==> src/rtl/inverter_bank_tester_if.sv <==
// rtl/inverter_bank_tester_if.sv - control, status and inverter-bank signals of the bank tester
interface inverter_bank_tester_if #(
   parameter int WIDTH = 4
);
   logic             start;
   logic             abort;
   logic [WIDTH-1:0] inv_x;
   logic [WIDTH-1:0] inv_zn;
   logic             busy;
   logic             done;
   logic             pass;
   logic [7:0]       err_count;
   logic [WIDTH-1:0] first_fail;

   modport master (
      output start, abort, inv_zn,
      input  inv_x, busy, done, pass, err_count, first_fail
   );

   modport slave (
      input  start, abort, inv_zn,
      output inv_x, busy, done, pass, err_count, first_fail
   );
endinterface

==> src/rtl/inverter_bank_tester.sv <==
// rtl/inverter_bank_tester.sv - sweeps all patterns through an inverter bank and checks ZN == ~X
module inverter_bank_tester #(
   parameter int WIDTH         = 4,
   parameter int SETTLE_CYCLES = 2
) (
   input logic                    clk,
   input logic                    rst,
   inverter_bank_tester_if.slave  bus
);
   typedef enum logic [2:0] {S_IDLE, S_DRIVE, S_SETTLE, S_CHECK, S_DONE} state_t;

   localparam int               CW          = $clog2(SETTLE_CYCLES + 1);
   localparam logic [CW-1:0]    SETTLE_LOAD = CW'(SETTLE_CYCLES - 1);
   localparam logic [WIDTH:0]   LAST_IDX    = {1'b0, {WIDTH{1'b1}}};

   state_t           state_q, state_d;
   logic [WIDTH:0]   idx_q, idx_d;
   logic [WIDTH-1:0] inv_x_q, inv_x_d;
   logic [CW-1:0]    cnt_q, cnt_d;
   logic [7:0]       err_count_q, err_count_d;
   logic [WIDTH-1:0] first_fail_q, first_fail_d;
   logic             pass_q, pass_d;

   logic             mismatch;
   logic [7:0]       err_inc;
   logic [7:0]       err_next;

   always_ff @(posedge clk or posedge rst) begin
      if (rst) begin
         state_q      <= S_IDLE;
         idx_q        <= '0;
         inv_x_q      <= '0;
         cnt_q        <= '0;
         err_count_q  <= '0;
         first_fail_q <= '0;
         pass_q       <= 1'b0;
      end else begin
         state_q      <= state_d;
         idx_q        <= idx_d;
         inv_x_q      <= inv_x_d;
         cnt_q        <= cnt_d;
         err_count_q  <= err_count_d;
         first_fail_q <= first_fail_d;
         pass_q       <= pass_d;
      end
   end

   always_comb begin
      state_d = state_q;
      if (bus.abort) begin
         state_d = S_IDLE;
      end else begin
         case (state_q)
            S_IDLE, S_DONE: if (bus.start) state_d = S_DRIVE;
            S_DRIVE:        state_d = S_SETTLE;
            S_SETTLE:       if (cnt_q == '0) state_d = S_CHECK;
            S_CHECK:        state_d = (idx_q == LAST_IDX) ? S_DONE : S_DRIVE;
            default:        state_d = S_IDLE;
         endcase
      end
   end

   assign mismatch = (bus.inv_zn != ~inv_x_q);
   assign err_inc  = (err_count_q == 8'hFF) ? 8'hFF : err_count_q + 8'd1;
   assign err_next = mismatch ? err_inc : err_count_q;

   // Abort leaves err_count/first_fail at their partial values; only inv_x is parked.
   always_comb begin
      idx_d        = idx_q;
      inv_x_d      = inv_x_q;
      cnt_d        = cnt_q;
      err_count_d  = err_count_q;
      first_fail_d = first_fail_q;
      pass_d       = pass_q;
      if (bus.abort) begin
         inv_x_d = '0;
      end else begin
         case (state_q)
            S_IDLE, S_DONE: begin
               if (state_q == S_IDLE) inv_x_d = '0;
               if (bus.start) begin
                  idx_d        = '0;
                  err_count_d  = '0;
                  first_fail_d = '0;
                  pass_d       = 1'b0;
               end
            end
            S_DRIVE: begin
               inv_x_d = idx_q[WIDTH-1:0];
               cnt_d   = SETTLE_LOAD;
            end
            S_SETTLE: begin
               if (cnt_q != '0) cnt_d = cnt_q - CW'(1);
            end
            S_CHECK: begin
               err_count_d = err_next;
               if (mismatch && (err_count_q == 8'd0)) first_fail_d = idx_q[WIDTH-1:0];
               if (idx_q == LAST_IDX) pass_d = (err_next == 8'd0);
               else                   idx_d  = idx_q + {{WIDTH{1'b0}}, 1'b1};
            end
            default: ;
         endcase
      end
   end

   always_comb begin
      bus.busy       = (state_q == S_DRIVE) || (state_q == S_SETTLE) || (state_q == S_CHECK);
      bus.done       = (state_q == S_DONE);
      bus.pass       = pass_q;
      bus.inv_x      = inv_x_q;
      bus.err_count  = err_count_q;
      bus.first_fail = first_fail_q;
   end
endmodule

==> src/flat_wrapper.sv <==
// flat-port wrapper written by rule: the top's interface ports become plain ports
module inverter_bank_tester_flat 
#(
   parameter int WIDTH         = 4,
   parameter int SETTLE_CYCLES = 2
)
  (clk, rst, bus_start, bus_abort, bus_inv_zn, bus_inv_x, bus_busy, bus_done, bus_pass, bus_err_count, bus_first_fail);
  inverter_bank_tester_if #(.WIDTH(WIDTH)) bus_i ();
  input logic clk;
  input logic rst;
  input wire logic [$bits(bus_i.start)-1:0] bus_start;
  input wire logic [$bits(bus_i.abort)-1:0] bus_abort;
  input wire logic [$bits(bus_i.inv_zn)-1:0] bus_inv_zn;
  output wire logic [$bits(bus_i.inv_x)-1:0] bus_inv_x;
  output wire logic [$bits(bus_i.busy)-1:0] bus_busy;
  output wire logic [$bits(bus_i.done)-1:0] bus_done;
  output wire logic [$bits(bus_i.pass)-1:0] bus_pass;
  output wire logic [$bits(bus_i.err_count)-1:0] bus_err_count;
  output wire logic [$bits(bus_i.first_fail)-1:0] bus_first_fail;
  assign bus_i.start = bus_start;
  assign bus_i.abort = bus_abort;
  assign bus_i.inv_zn = bus_inv_zn;
  assign bus_inv_x = bus_i.inv_x;
  assign bus_busy = bus_i.busy;
  assign bus_done = bus_i.done;
  assign bus_pass = bus_i.pass;
  assign bus_err_count = bus_i.err_count;
  assign bus_first_fail = bus_i.first_fail;
  inverter_bank_tester #(.WIDTH(WIDTH), .SETTLE_CYCLES(SETTLE_CYCLES)) u_core (.clk(clk), .rst(rst), .bus(bus_i));
endmodule
==> config.mk <==
export PLATFORM = sky130hd
export DESIGN_NAME = inverter_bank_tester_flat
export DESIGN_NICKNAME = d
export VERILOG_FILES = /design/src/rtl/inverter_bank_tester_if.sv /design/src/rtl/inverter_bank_tester.sv /design/src/flat_wrapper.sv
export SDC_FILE = /design/constraint.sdc
export NUM_CORES = 1
export LEC_CHECK = 0
export ABC_AREA = 1
export CAP_MARGIN = 20
export CORE_MARGIN = 5
export CORE_UTILIZATION = 56
export CTS_CLUSTER_DIAMETER = 30
export DETAILED_ROUTE_END_ITERATION = 7
export DONT_BUFFER_PORTS = 1
export PLACE_DENSITY = 0.74
export SKIP_CTS_REPAIR_TIMING = 1
export SLEW_MARGIN = 20
export SYNTH_ARGS = -nofsm -noshare
export SYNTH_HDL_FRONTEND = slang
export SYNTH_SLANG_ARGS = --single-unit
==> constraint.sdc <==
create_clock -name clk -period 1.45 [get_ports clk]
set_input_delay 0.2175 -clock clk [delete_from_list [all_inputs] [get_ports clk]]
set_output_delay 0.2175 -clock clk [all_outputs]
set_load 0.05 [all_outputs]
==> qor.tcl <==
set qor(outcome) {complete, but fails checks}
set qor(violations_in_the_final_reports) {setup timing}
set qor(rsz0062_at_grt) {yes}
set qor(maxCapViolations) 0
set qor(clock-root-buffer) {sky130_fd_sc_hd__clkbuf_4}
set qor(vias_per_cell) 5.69
set qor(cts.path.max_buffers) 2
set qor(grt_antenna_before_repair) 0
set qor(clock_latency_ns) 0.33
set qor(power_frac_comb_pct) 44.7
set qor(first_global_vias) 1621
set qor(synthesized_area_divided_by_synthesized_cell_count_um2) 7.18
set qor(total_gr_overflow) 0
set qor(finClkSkew_ns) 0.00196
set qor(yosys.area_share.simple_pct) 32.1
set qor(num_antenna_cells) 0
set qor(timing.hold.ws_ns) 0.137
set qor(power.density_cell_area_mw_per_mm2) 950
set qor(yosys_warnings) 0
set qor(cell_types_with_the_largest_area_share_after_synthesis) {sky130_fd_sc_hd__dfrtp_1, sky130_fd_sc_hd__nand2_1, sky130_fd_sc_hd__inv_1}
set qor(fraction_of_final_layout_cells_with_drive_strength_greater_than_1_pct) 41.1
set qor(cts_htree_levels) 1
set qor(crit_path_start_kind) {flip-flop}
set qor(synth_edf_count) 0
set qor(p_leak_nw) 1.13
set qor(detail_route.first_pass.iterations) 5
set qor(critical-path-max-stage-delay_ns) 0.46
set qor(final_area_mm2) 0.00231
set qor(max_slew.worst_pin.slew_ns) 0.502
set qor(synth.distinct_cells) 21
set qor(worst_setup_path_class) {reg2reg}
set qor(place.detailed.instances) 293
set qor(total_number_of_placement_rows) 19
set qor(yosys_most_used_dff) {sky130_fd_sc_hd__dfrtp_1}
set qor(reg2reg_setup_slack_ns) -0.13
set qor(floorplan.initialDensity_pct) 58.3
set qor(grt_max_degree) 28
set qor(cts_inserted_buffers) 3
set qor(layout-area-overhead-vs-synth_pct) 43.6
set qor(layout_worst_path_cycle_share_pct) 109
set qor(cp_data_arrival_time_ns) 1.86
set qor(switching_power_mw) 0.866
set qor(placedInstanceArea_mm2) 0.00199
set qor(syn-num-nets) 237
set qor(die_span_in_y_um) 63.6
set qor(timing.critical_path.max_delay_family) {simple AND/OR/NAND/NOR gates}
set qor(place_hpwl_mm) 3.23
set qor(p_int_mw) 1.33
set qor(synth.largest_area_cell) {sky130_fd_sc_hd__dfrtp_1}
set qor(cp_data_required_time_ns) 1.73
set qor(pre_cts_setup_slack_ns) -0.0902
set qor(switching_share_pct) 39.5
set qor(synth-async-reset-ratio_pct) 100
set qor(timing.critical_path.buf_inv) 3
set qor(synth_seq_area_share_pct) 42.0
set qor(synthAdderAreaFrac_pct) 3.89
set qor(setup.worst_path.end_class) {flip-flop}
set qor(worst_setup_hold_path_clk_slew_ns) 0.15
set qor(power_mw) 2.19
set qor(final.min_clock_period_ns) 1.58
set qor(finalWeightedCongestion) 0.952
set qor(layout_setup_ws_ns) -0.135
set qor(clockPowerShare_pct) 15.4
set qor(synth_compound_area_share_pct) 11.4
set qor(min_to) {u_core.state_q[2]$_DFFE_PP0P_}
set qor(hold_path_class) {in2reg}
set qor(critical_path.startpoint) {u_core.state_q[1]$_DFFE_PP0P_}
set qor(synth.area.mux_share_pct) 0
set qor(io_pins) 27
set qor(combinational_family_with_the_most_area_after_synthesis) {simple AND/OR/NAND/NOR gates}
set qor(clock.fmax_mhz) 631
set qor(post_route_antenna_net_violation_count) 0
set qor(ir_worst_vdd_v) 0.00118
set qor(worst_reg2reg_path_length_in_cells) 11
set qor(die-area_mm2) 0.00404
set qor(die_w_um) 63.6
set qor(setup_viol_count_final) 13
set qor(finalNetCount) 294
set qor(setup_total_negative_slack_ns) -0.983
set qor(final_core_utilization_pct) 83.7
set qor(flops_latches_synth) 27
set qor(timing.rr.end) {u_core.idx_q[3]$_DFFE_PP0P_}
set qor(timing.critical_path.cells) {buf_4 -> nand3_2 -> buf_4 -> inv_1 -> nand2_2 -> nand2_2 -> nor2_4 -> nand3_2 -> nand2_1 -> nand2_1 -> nor2_1}
set qor(finalWirelength_mm) 4.86
set qor(tritoncts) {built}
set qor(maxSlewHeadroom_pct) 66.5
set qor(detailroute.via_count) 1771
set qor(coreArea_mm2) 0.00276
set qor(r2r_start) {u_core.state_q[1]$_DFFE_PP0P_}
set qor(seqPwrFrac_pct) 39.8
set qor(hold-path-cell-count) 3
set qor(synth_area_mm2) 0.00161
set qor(finalHoldViolations) 0
set qor(path_max_fanout) 4
set qor(layout_filler_cell_count) 169
set qor(worst_hold_startpoint) {bus_start}
set qor(synthCells) 224
set qor(synth_xor_xnor_area_share_pct) 1.09
set qor(slew_violations) 0
set qor(post-route-drc-count) 0
set qor(globalRouteTotalUtil_pct) 20.9
set qor(port_buffer_cells) 0
set qor(synth_largest_type_area_fraction_pct) 42.0
set qor(grt_pass1_wl_mm) 6.87
set qor(critPathSlowestCell) {sky130_fd_sc_hd__dfrtp_1}
set qor(wire_per_inst_um) 15.6
set qor(drt-initial-drc-count) 273
set qor(cts.sinks) 27
set qor(layoutNonFillerInstCount) 311
==> worst register-to-register path, stage by stage (launching register included) <==
cell and delay [ns]:
sky130_fd_sc_hd__dfrtp_1 0.46, sky130_fd_sc_hd__buf_4 0.16, sky130_fd_sc_hd__nand3_2 0.08, sky130_fd_sc_hd__buf_4 0.14, sky130_fd_sc_hd__inv_1 0.10, sky130_fd_sc_hd__nand2_2 0.08, sky130_fd_sc_hd__nand2_2 0.09, sky130_fd_sc_hd__nor2_4 0.12
sky130_fd_sc_hd__nand3_2 0.09, sky130_fd_sc_hd__nand2_1 0.07, sky130_fd_sc_hd__nand2_1 0.05, sky130_fd_sc_hd__nor2_1 0.10
==> metal layers <==
metal  vias to the layer above  share of wire (%)  global-route usage (%)
li1                        839                  -                       -
met1                       843                 38                    23.8
met2                        76                 55                    37.4
met3                        13                5.3                    3.55
met4                         0                1.9                    9.61
met5                         -                  0                       0
==> cell usage in the layout (no fill, tap or decap), types with 5 or more instances in the layout <==
cell type / n
sky130_fd_sc_hd__nand2_2: 10
sky130_fd_sc_hd__nor2_4: 9
sky130_fd_sc_hd__dfrtp_2: 12
sky130_fd_sc_hd__nand2_1: 56
sky130_fd_sc_hd__buf_6: 6
sky130_fd_sc_hd__nand3_1: 23
sky130_fd_sc_hd__inv_1: 30
sky130_fd_sc_hd__o21ai_0: 7
sky130_fd_sc_hd__o21ai_2: 5
sky130_fd_sc_hd__inv_2: 5
sky130_fd_sc_hd__buf_4: 43
sky130_fd_sc_hd__nor2_1: 9
sky130_fd_sc_hd__dfrtp_1: 15
==> state kept, by name (all words and copies together) (netlist names) <==
| name | count |
|---|---|
| u_core.bus.err_count | 8 |
| u_core.bus.first_fail | 4 |
| u_core.bus.inv_x | 4 |
| u_core.bus.pass | 1 |
| u_core.cnt_q | 2 |
| u_core.idx_q | 5 |
| u_core.state_q | 3 |
==> kinds of logic (layout without fill, tap and decap cells) <==
group / after synthesis / in the layout
adders and majority gates: 5 / 5
and+or+nand+nor: 121 / 122
xor gates and xnor gates: 2 / 2
DFF: 27 / 27
buffers and inverters: 39 / 94
AOI/OAI and AO/OA: 30 / 30
==> worst max path at each step <==
stage,end,slack [ns],cells past startpoint
after detailed placement,u_core.bus.first_fail[0]$_DFFE_PP0P_,-0.09,8
after floorplan,u_core.bus.pass$_DFFE_PP0P_,-0.09,11
final,u_core.idx_q[3]$_DFFE_PP0P_,-0.13,11
after global routing,u_core.idx_q[3]$_DFFE_PP0P_,-0.26,11
after CTS,bus_busy,-0.16,6
after global placement,u_core.bus.first_fail[2]$_DFFE_PP0P_,-0.07,10
==> Yosys cell counts, types with 2 or more instances <==
library cell	number
sky130_fd_sc_hd__nand2_1	66
sky130_fd_sc_hd__inv_1	37
sky130_fd_sc_hd__dfrtp_1	27
sky130_fd_sc_hd__nand3_1	26
sky130_fd_sc_hd__nor2_1	17
sky130_fd_sc_hd__o21ai_0	14
sky130_fd_sc_hd__ha_1	5
sky130_fd_sc_hd__a21oi_1	4
sky130_fd_sc_hd__nor3_1	4
sky130_fd_sc_hd__o22ai_1	4
sky130_fd_sc_hd__o32ai_1	4
sky130_fd_sc_hd__nand4_1	3
sky130_fd_sc_hd__nand2_2	2
sky130_fd_sc_hd__nor2_2	2
sky130_fd_sc_hd__o21ai_2	2
sky130_fd_sc_hd__xnor2_1	2
==> cell type report <==
type	instances	area (µm²)	share of cell area, %
multi-input cells	159	976	42.3
flip-flops and latches	27	691	29.9
repair buffers	52	425	18.4
inverters	38	150	6.50
well taps	31	38.8	1.68
clock buffers	3	22.5	0.976
clock inverters	1	5.00	0.217
==> power groups by stage <==
stage	combinational (mW)	clock (mW)	sequential, mW
finish	0.981	0.339	0.874
global route	1.05	0.380	0.879
CTS	0.705	0.332	0.870
detailed placement	0.701	0	0.885
global placement	0.678	0	0.879
floorplan	0.411	0	0.910
No activity file was read; power rests on OpenSTA's default activity.
